[src/rtl/calc_pkg.sv]
// Shared calculator datapath types and constants.
package calc_pkg;

  localparam int BCD_DIGITS = 5;
  localparam int BIN_W      = 16;

  typedef logic [19:0] bcd_word_t;
  typedef logic [15:0] calc_word_t;

  typedef enum logic {IDLE, CONV} bcd2bin_state_t;

endpackage

[src/rtl/bcd_digit_adjust.sv]
// One BCD nibble correction step for reverse double-dabble: subtract 3 when the nibble is 8 or more.
module bcd_digit_adjust (
  input  logic [3:0] d,
  output logic [3:0] q
);

  assign q = (d >= 4'd8) ? (d - 4'd3) : d;

endmodule

[src/rtl/bcd_to_bin_seq.sv]
// Sequential packed-BCD to binary converter (reverse double-dabble, start/done handshake).
// Optional macro BCD_TO_BIN_SATURATE_EN: saturate result to all ones on overflow instead of wrapping.
module bcd_to_bin_seq
  import calc_pkg::*;
#(
  parameter int BCD_DIGITS = calc_pkg::BCD_DIGITS,
  parameter int BIN_W      = calc_pkg::BIN_W,
  parameter int ITER       = 17
) (
  input  logic                    clk,
  input  logic                    rst,
  input  logic                    start,
  input  logic [4*BCD_DIGITS-1:0] bcd_in,
  output logic                    busy,
  output logic                    done,
  output logic [BIN_W-1:0]        result,
  output logic                    overflow,
  output logic                    err_digit
);

  localparam int SW = 4*BCD_DIGITS + ITER;
  localparam int CW = $clog2(ITER+1);

  bcd2bin_state_t   state;
  logic [SW-1:0]    sreg;
  logic [SW-1:0]    shifted;
  logic [SW-1:0]    sreg_nxt;
  logic [CW-1:0]    cnt;
  logic             err_digit_n;
  logic             bad_digit;
  logic [ITER-1:0]  bin_nxt;
  logic             ovf_nxt;
  logic [BIN_W-1:0] res_nxt;

  assign shifted = sreg >> 1;
  assign sreg_nxt[ITER-1:0] = shifted[ITER-1:0];

  // Only the BCD field is corrected; the binary field just collects shifted-out bits.
  for (genvar g = 0; g < BCD_DIGITS; g++) begin : g_adj
    bcd_digit_adjust u_adj (
      .d (shifted[ITER+4*g +: 4]),
      .q (sreg_nxt[ITER+4*g +: 4])
    );
  end

  always_comb begin
    bad_digit = 1'b0;
    for (int i = 0; i < BCD_DIGITS; i++) begin
      if (bcd_in[4*i +: 4] > 4'd9) bad_digit = 1'b1;
    end
  end

  assign bin_nxt = sreg_nxt[ITER-1:0];
  assign ovf_nxt = |(bin_nxt >> BIN_W);

`ifdef BCD_TO_BIN_SATURATE_EN
  assign res_nxt = ovf_nxt ? {BIN_W{1'b1}} : bin_nxt[BIN_W-1:0];
`else
  assign res_nxt = bin_nxt[BIN_W-1:0];
`endif

  always_ff @(posedge clk or posedge rst) begin
    if (rst) begin
      state       <= IDLE;
      sreg        <= '0;
      cnt         <= '0;
      err_digit_n <= 1'b0;
      busy        <= 1'b0;
      done        <= 1'b0;
      result      <= '0;
      overflow    <= 1'b0;
      err_digit   <= 1'b0;
    end else begin
      done <= 1'b0;
      case (state)
        IDLE: begin
          if (start) begin
            sreg        <= {bcd_in, {ITER{1'b0}}};
            cnt         <= '0;
            err_digit_n <= bad_digit;
            busy        <= 1'b1;
            state       <= CONV;
          end
        end
        CONV: begin
          sreg <= sreg_nxt;
          cnt  <= cnt + 1'b1;
          // The final iteration's shifted value is used directly for the outputs.
          if (cnt == CW'(ITER-1)) begin
            busy      <= 1'b0;
            done      <= 1'b1;
            state     <= IDLE;
            err_digit <= err_digit_n;
            if (err_digit_n) begin
              result   <= '0;
              overflow <= 1'b0;
            end else begin
              result   <= res_nxt;
              overflow <= ovf_nxt;
            end
          end
        end
      endcase
    end
  end

endmodule

[config.mk]
export PLATFORM = sky130hd
export DESIGN_NAME = bcd_to_bin_seq
export DESIGN_NICKNAME = d
export VERILOG_FILES = /design/src/rtl/calc_pkg.sv /design/src/rtl/bcd_digit_adjust.sv /design/src/rtl/bcd_to_bin_seq.sv
export SDC_FILE = /design/constraint.sdc
export NUM_CORES = 1
export LEC_CHECK = 0
export CORE_UTILIZATION = 55
export DETAILED_ROUTE_END_ITERATION = 16
export PLACE_DENSITY = 0.86
export SETUP_SLACK_MARGIN = 0.15
export SLEW_MARGIN = 25
export SYNTH_ARGS = -nofsm -noshare
export SYNTH_HDL_FRONTEND = slang
export SYNTH_HIERARCHICAL = 1
export SYNTH_SLANG_ARGS = --single-unit
[constraint.sdc]
create_clock -name clk -period 4.05 [get_ports clk]
set_input_delay 1.0125 -clock clk [delete_from_list [all_inputs] [get_ports clk]]
set_output_delay 1.0125 -clock clk [all_outputs]
set_load 0.005 [all_outputs]
==> results of run 1 <==
flip-flops by register name, indices dropped and copies added (netlist names):
signal	flops
sreg	36
result	16
cnt	5
busy	1
done	1
err_digit	1
err_digit_n	1
overflow	1
state	1
stage by stage:
| stage | hold WS (ns) | total power [mW] | cells |
|---|---|---|---|
| floorplan | 0.463 | 1.90 | 317 |
| global placement | 0.485 | 2.16 | 416 |
| detailed placement | 0.496 | 2.23 | 416 |
| CTS | 0.511 | 2.78 | 432 |
| global route | 0.525 | 2.98 | 432 |
| finish | 0.509 | 2.75 | 432 |
worst max-delay path by stage:
stage	from	end	cells past startpoint	slack (ns)
3_3_place_gp	rst	state$_DFF_PP0_	3	1.73
6_report	busy$_DFFE_PP0P_	busy	1	1.80
3_5_place_dp	start	err_digit_n$_DFFE_PP0P_	4	1.70
5_1_grt	result[15]$_DFFE_PP0P_	result[15]	1	1.77
2_1_floorplan	rst	busy$_DFFE_PP0P_	1	1.47
4_1_cts	result[15]$_DFFE_PP0P_	result[15]	1	1.78
per-layer routing:
metal  wire length [um]  part of all wire [%]  vias to the layer above  global-route usage [%]
met5                  0                     0                        -                       0
met4                 91                   1.6                        0                    9.64
met3                214                   3.7                        9                    6.06
met2               2770                    48                       49                    32.8
met1               2690                    47                     1063                    26.0
li1                   -                     -                     1110                       -
logic make-up after synthesis:
logic type / share of synthesized area [%]
AO/OA/AOI/OAI: 8.98
XOR/XNOR: 3.17
adder cells (fa/ha/maj): 4.53
buffers and inverters: 5.02
flip-flops: 47.5
multiplexers: 14.4
other: 0.113
AND/OR/NAND/NOR: 16.2
synth_stat cells:
library cell,instances
sky130_fd_sc_hd__buf_2,8
sky130_fd_sc_hd__buf_4,3
sky130_fd_sc_hd__buf_12,2
sky130_fd_sc_hd__a21oi_1,5
sky130_fd_sc_hd__mux2_4,17
sky130_fd_sc_hd__o21ai_0,48
sky130_fd_sc_hd__a22o_1,1
sky130_fd_sc_hd__ha_1,12
sky130_fd_sc_hd__nand3_1,4
sky130_fd_sc_hd__a21o_1,1
sky130_fd_sc_hd__mux2_2,2
sky130_fd_sc_hd__conb_1,1
sky130_fd_sc_hd__nor3b_1,1
sky130_fd_sc_hd__nand2_1,43
sky130_fd_sc_hd__o31ai_1,1
sky130_fd_sc_hd__nor2b_1,17
sky130_fd_sc_hd__inv_1,13
sky130_fd_sc_hd__nand4b_4,1
sky130_fd_sc_hd__nor2_8,1
sky130_fd_sc_hd__dfrtp_1,63
sky130_fd_sc_hd__xnor2_1,7
sky130_fd_sc_hd__o22a_1,1
sky130_fd_sc_hd__nor2_1,4
sky130_fd_sc_hd__clkbuf_1,4
sky130_fd_sc_hd__mux2i_1,20
sky130_fd_sc_hd__xor2_1,5
sky130_fd_sc_hd__and2b_1,7
sky130_fd_sc_hd__nand2b_1,21
layout make-up:
type	count	share of cell area, %
repair buffers	44	11.0
inverters	13	1.24
clock buffers	13	3.79
well taps	72	2.29
clock inverters	3	1.08
flip-flops and latches	63	40.2
multi-input cells	224	40.4
report_power, final:
part	switching [mW]	internal [mW]
logic	0.425	0.583
clock network	0.243	0.301
registers	0.284	0.918
total	0.952	1.80
==> qor_table.md, run 1 <==
| Group | Result | Value |
|:---|:---|:---|
| outcome | Status | completed |
| worst hold path | Hold/Removal Path Class | flip-flop to flip-flop |
| sta | Max Transition Viols Final | 0 |
| sta | Final worst path period need | 2.25 ns |
| floorplanning | Area enclosed by the die boundary | 6340 um2 |
| setup path | Worst R2R Path Depth | 5 |
| clock network | Number of buffers added to fix hold violations after cts | 0 |
| clock network | TritonCTS clock tree | yes |
| final layout | Most common library cell in the layout ignoring fill and taps | sky130_fd_sc_hd__dfrtp_1 |
| global routing | Total overflow reported by the global router | 0 |
| final layout | Footprint of the multi-input gates | 1590 um2 |
| final layout | Register cell area after layout | 1580 um2 |
| sta | Max Clock Skew | 0.00626 ns |
| sta | FMAX | 444 MHz |
| worst hold path | Count of cells along the worst hold path | 2 |
| flow run | Max-cap violation count | 0 |
| yosys | Total of flip-flops plus latches after synthesis | 63 |
| sta | Unrepaired setup endpoints after global routing | false |
| final layout | Leading cell types in the layout, fill and taps excluded | sky130_fd_sc_hd__dfrtp_1, sky130_fd_sc_hd__o21ai_0, sky130_fd_sc_hd__nand2_1, sky130_fd_sc_hd__clkdlybuf4s50_1, sky130_fd_sc_hd__nand2b_1 |
| yosys | Share of the yosys chip area belonging to registers | 47.5% |
| final layout | Layout filler cell count | 419 |
| placed design | DPL Wire Length | 3750 um |
| floorplanning | Placeable core region | 5640 um2 |
| global routing | Pin count of the biggest net entering global routing | 83 |
| sta | Final hold viol count | 0 |
| final layout | Antenna diode count | 0 |
| worst hold path | Hold_sp | sreg[9]$_DFFE_PP0P_ |
| yosys | Post-synthesis cell type with the largest combined area | sky130_fd_sc_hd__dfrtp_1 |
| clock network | Reg clk slew, reported paths | 0.07 ns |
| power | P_leak | 1.86 nW |
| placed design | Number of buffers inserted by port buffering | 42 |
| clock network | Latest clock arrival within the worst-skew pair | 0.34 ns |
| setup path | Cells traversed along the worst timing path | clkdlybuf4s50_1 |
| floorplanning | # rows | 27 |
| global routing | Via count of the first global-routing pass | 2124 |
| drt | Vias per cell | 5.16 |
| final layout | Share of post-route cells with drive strength above 1 | 10.8% |
| floorplanning | Effective utilization at floorplan | 58.8% |
| setup path | Slowest Stage Delay on Critical Path | 0.52 ns |
| global routing | Antenna violations before repair | 0 |
| setup path | Number of buffer and inverter stages on the critical path | 1 |
| setup path | Critical Setup Path Class | flip-flop to output pin |
| drt | WL/cell | 13.3 um |
| placed design | Final weighted congestion in routability-driven placement | 0.746 |
| drt | Initial DRC count | 103 |
| yosys | Average cell area after synthesis | 10.6 um2 |
| sta | Share of the cycle needed by the critical path after routing | 55.6% |
| yosys | Yosys Warn Count | 6 |
| yosys | Area of the mapped netlist | 3320 um2 |
| floorplanning | Count of boundary I/O pins | 43 |
| yosys | Number of distinct library cells after synthesis | 28 |
| setup path | Arrival @ worst endpoint | 1.24 ns |
| final layout | Layout Cell Area excl Fill | 3930 um2 |
| clock network | Clock buffers created by TritonCTS | 9 |
| clock network | CTS sink count | 63 |
| drt | Final WL | 5770 um |
| setup path | Biggest fanout along the worst timing path | 2 |
| drt | Remaining DRCs | 0 |
| power | VDD IR-drop max | 0.000338 V |
| drt | Antenna violation net count after detailed routing | 0 |
| yosys | Yosys top cell area share | 47.5% |
| setup path | Worst reg2reg startpoint | cnt[0]$_DFFE_PP0P_ |
| sta | Remaining max-slew budget at the tightest pin | 41.7% |
| power | Total power per unit cell area | 701 nW/um2 |
| floorplanning | Die boundary height | 79.6 um |
| clock network | Number of H-tree branching levels | 3 |
| setup path | Critical Path Source Type | flip-flop |
| setup path | Capturing point of the worst reg2reg path | overflow$_DFFE_PP0P_ |
| setup path | Worst-case register-to-register setup slack | 2.32 ns |
| sta | Final sum of negative setup slack | 0 ns |
| setup path | Worst Setup End Kind | output pin |
| sta | Final critical-path setup slack | 1.80 ns |
| placed design | Cell Area, Placed | 3730 um2 |
| clock network | Largest buffer count on any clock path | 2 |
| yosys | Cells after synthesis | 313 |
| final layout | # nets final | 390 |
| sta | Setup-failing EPs final | 0 |
| final layout | Share of the core filled with cells in the final layout | 69.6% |
| clock network | Number of setup buffers added after CTS | 0 |
| clock network | Root Buffer Master | sky130_fd_sc_hd__clkbuf_8 |
| global routing | GR Util All Layers | 20.7% |
| yosys | Top cells by area, synth | sky130_fd_sc_hd__dfrtp_1, sky130_fd_sc_hd__mux2_4, sky130_fd_sc_hd__o21ai_0, sky130_fd_sc_hd__mux2i_1, sky130_fd_sc_hd__nand2_1 |
| setup path | Crit-path slowest cell | sky130_fd_sc_hd__clkdlybuf4s50_1 |
| drt | Total vias in the final route | 2231 |
| floorplanning | Horizontal die dimension | 79.6 um |
| worst hold path | Worst Hold Endpoint | sreg[8]$_DFFE_PP0P_ |
| global routing | First-pass GRT wire length | 9830 um |
| final layout | Signed area change from the synthesized netlist to the final layout | 18.4% |
| sta | Pin slew with the least headroom to its limit | 0.875 ns |
| placed design | Post-place setup slack | 1.70 ns |
| setup path | Cell family contributing the most delay on the critical path | buffers and inverters |
| drt | Total iterations of the first detailed-routing run | 5 |
| clock network | Number of instances resized during post-cts repair | 0 |
| setup path | Critical path required time | 3.04 ns |
Power figures use the tool's default switching activity.
==> inputs of run 2 (changes only) <==
- clock period: 4.05 -> 2.3 ns (I/O delays scaled with it)
==> qor_table.md, run 2 (same netlist as run 1, synthesis figures left out) <==
| Group | Result | Value |
|:---|:---|:---|
| outcome | Status | completed |
| floorplanning | Die boundary height | 79.6 um |
| final layout | Registers with the highest flip-flop counts | sreg x36, result x16, cnt x5 |
| floorplanning | Count of boundary I/O pins | 43 |
| global routing | Pin count of the biggest net entering global routing | 83 |
| clock network | Latest clock arrival within the worst-skew pair | 0.34 ns |
| sta | Final hold viol count | 0 |
| placed design | Final weighted congestion in routability-driven placement | 0.770 |
| global routing | GR Util All Layers | 21.3% |
| final layout | Share of the core filled with cells in the final layout | 70.5% |
| power | P_leak | 1.89 nW |
| setup path | Arrival @ worst endpoint | 1.24 ns |
| clock network | Largest buffer count on any clock path | 2 |
| global routing | Via count of the first global-routing pass | 2242 |
| drt | Antenna violation net count after detailed routing | 0 |
| global routing | Total overflow reported by the global router | 0 |
| setup path | Worst R2R Path Depth | 5 |
| setup path | Capturing point of the worst reg2reg path | overflow$_DFFE_PP0P_ |
| clock network | Reg clk slew, reported paths | 0.07 ns |
| drt | Final WL | 5950 um |
| setup path | Critical Path Source Type | flip-flop |
| drt | Initial DRC count | 100 |
| final layout | Most common library cell in the layout ignoring fill and taps | sky130_fd_sc_hd__dfrtp_1 |
| setup path | Depth of the critical timing path with buffers and inverters included | 1 |
| sta | Remaining max-slew budget at the tightest pin | 55.6% |
| sta | Final worst path period need | 1.81 ns |
| clock network | Root Buffer Master | sky130_fd_sc_hd__clkbuf_8 |
| power | Relative contribution of the clock network to total power | 20.3% |
| sta | Max Clock Skew | 0.00810 ns |
| sta | Max Transition Viols Final | 0 |
| setup path | Worst reg2reg startpoint | cnt[1]$_DFFE_PP0P_ |
| clock network | Number of setup buffers added after CTS | 0 |
| sta | Setup-failing EPs final | 0 |
| setup path | Critical Setup Path Class | flip-flop to output pin |
| sta | Final critical-path setup slack | 0.488 ns |
| clock network | Number of buffers added to fix hold violations after cts | 0 |
| final layout | Footprint of the multi-input gates | 1590 um2 |
| power | Cell-internal power | 3.21 mW |
| drt | Total vias in the final route | 2253 |
| final layout | Register cell area after layout | 1580 um2 |
| clock network | CTS sink count | 63 |
| setup path | Biggest fanout along the worst timing path | 2 |
| drt | Vias per cell | 5.18 |
| clock network | Number of H-tree branching levels | 3 |
| drt | WL/cell | 13.7 um |
| drt | Total iterations of the first detailed-routing run | 4 |
| final layout | Antenna diode count | 0 |
| final layout | Signed area change from the synthesized netlist to the final layout | 20.0% |
| global routing | Antenna violations before repair | 0 |
| setup path | End point of the critical path | busy |
| floorplanning | Horizontal die dimension | 79.6 um |
| placed design | Post-place setup slack | 0.570 ns |
| power | Relative contribution of sequential cells to total power | 42.9% |
| sta | Share of the cycle needed by the critical path after routing | 78.8% |
| final layout | Leading cell types in the layout, fill and taps excluded | sky130_fd_sc_hd__dfrtp_1, sky130_fd_sc_hd__o21ai_0, sky130_fd_sc_hd__nand2_1, sky130_fd_sc_hd__clkdlybuf4s50_1, sky130_fd_sc_hd__nand2b_1 |
| global routing | First-pass GRT wire length | 10200 um |
| power | VDD IR-drop max | 0.000588 V |
| setup path | Cells traversed along the worst timing path | clkdlybuf4s50_1 |
| floorplanning | Effective utilization at floorplan | 58.8% |
| flow run | Max-cap violation count | 0 |
| setup path | Critical path required time | 1.73 ns |
| power | Total power per unit cell area | 1240 nW/um2 |
| worst hold path | Hold/Removal Path Class | flip-flop to flip-flop |
| setup path | Crit-path slowest cell | sky130_fd_sc_hd__clkdlybuf4s50_1 |
| setup path | Launching element of the worst setup path | busy$_DFFE_PP0P_ |
| placed design | Cell Area, Placed | 3770 um2 |
| sta | Pin slew with the least headroom to its limit | 0.666 ns |
| worst hold path | Count of cells along the worst hold path | 1 |
| final layout | Most flops, register | sreg |
| floorplanning | Area enclosed by the die boundary | 6340 um2 |
| setup path | Worst Setup End Kind | output pin |
| power | Combinational share of power | 36.9% |
| drt | Remaining DRCs | 0 |
| power | Switching share of power | 34.7% |
| setup path | Slowest Stage Delay on Critical Path | 0.55 ns |
| sta | Unrepaired setup endpoints after global routing | false |
| clock network | Clock buffers created by TritonCTS | 9 |
| setup path | Cell family contributing the most delay on the critical path | buffers and inverters |
| sta | FMAX | 552 MHz |
| final layout | Layout filler cell count | 411 |
| final layout | Max reg flops | 36 |
| setup path | Worst-case register-to-register setup slack | 0.58 ns |
| floorplanning | # rows | 27 |
| final layout | # nets final | 393 |
| clock network | TritonCTS clock tree | yes |
| power | Overall power after layout | 4.92 mW |
| clock network | Number of instances resized during post-cts repair | 0 |
| sta | Final sum of negative setup slack | 0 ns |
| final layout | Layout Cell Area excl Fill | 3980 um2 |
| final layout | Share of post-route cells with drive strength above 1 | 12.1% |
| floorplanning | Placeable core region | 5640 um2 |
| placed design | Number of buffers inserted by port buffering | 42 |
| setup path | Number of buffer and inverter stages on the critical path | 1 |
| placed design | DPL Wire Length | 3950 um |
| power | NetSw | 1.70 mW |
## run 2: cell types whose count changed in the layout (fill, tap and decap cells not counted), sizes merged
cell,delta
clkbuf,-1
buf,+3
clkinvlp,+1
## run 2: metal layers
layer | global-route usage, % | vias to the layer above | part of all wire, %
li1 | - | 1116 | -
met1 | 27.0 | 1090 | 46
met2 | 35.2 | 39 | 50
met3 | 3.77 | 8 | 3.2
met4 | 9.82 | 0 | 1.2
met5 | 0 | - | 0
## run 2: area by class of cell
cell class | count | share of cell area [%]
Clock buffer | 12 | 3.90
Clock inverter | 4 | 1.35
Inverter | 13 | 1.23
Multi-Input combinational cell | 224 | 39.9
Sequential cell | 63 | 39.7
Tap cell | 72 | 2.26
Timing Repair Buffer | 47 | 11.7
## run 2: worst min path at each step
stage / from / to / slack (ns)
6_report: overflow$_DFFE_PP0P_ / overflow$_DFFE_PP0P_ / 0.51
5_1_grt: overflow$_DFFE_PP0P_ / overflow$_DFFE_PP0P_ / 0.53
4_1_cts: sreg[8]$_DFFE_PP0P_ / sreg[7]$_DFFE_PP0P_ / 0.51
3_5_place_dp: busy$_DFFE_PP0P_ / busy$_DFFE_PP0P_ / 0.49
3_3_place_gp: sreg[10]$_DFFE_PP0P_ / sreg[9]$_DFFE_PP0P_ / 0.49
2_1_floorplan: sreg[17]$_DFFE_PP0P_ / sreg[16]$_DFFE_PP0P_ / 0.46
## run 2: per-stage QoR
step | cells | hold WS [ns]
floorplan | 317 | 0.463
global placement | 419 | 0.485
detailed placement | 419 | 0.491
CTS | 435 | 0.514
global route | 435 | 0.529
finish | 435 | 0.511
## run 2: power by group through the flow
stage / logic, mW / clock network, mW / registers [mW]
2_1_floorplan: 1.35 / 0 / 1.99
3_3_place_gp: 1.71 / 0 / 2.09
3_5_place_dp: 1.82 / 0 / 2.12
4_1_cts: 1.83 / 1.02 / 2.11
5_1_grt: 2.06 / 1.07 / 2.19
6_report: 1.81 / 0.996 / 2.11
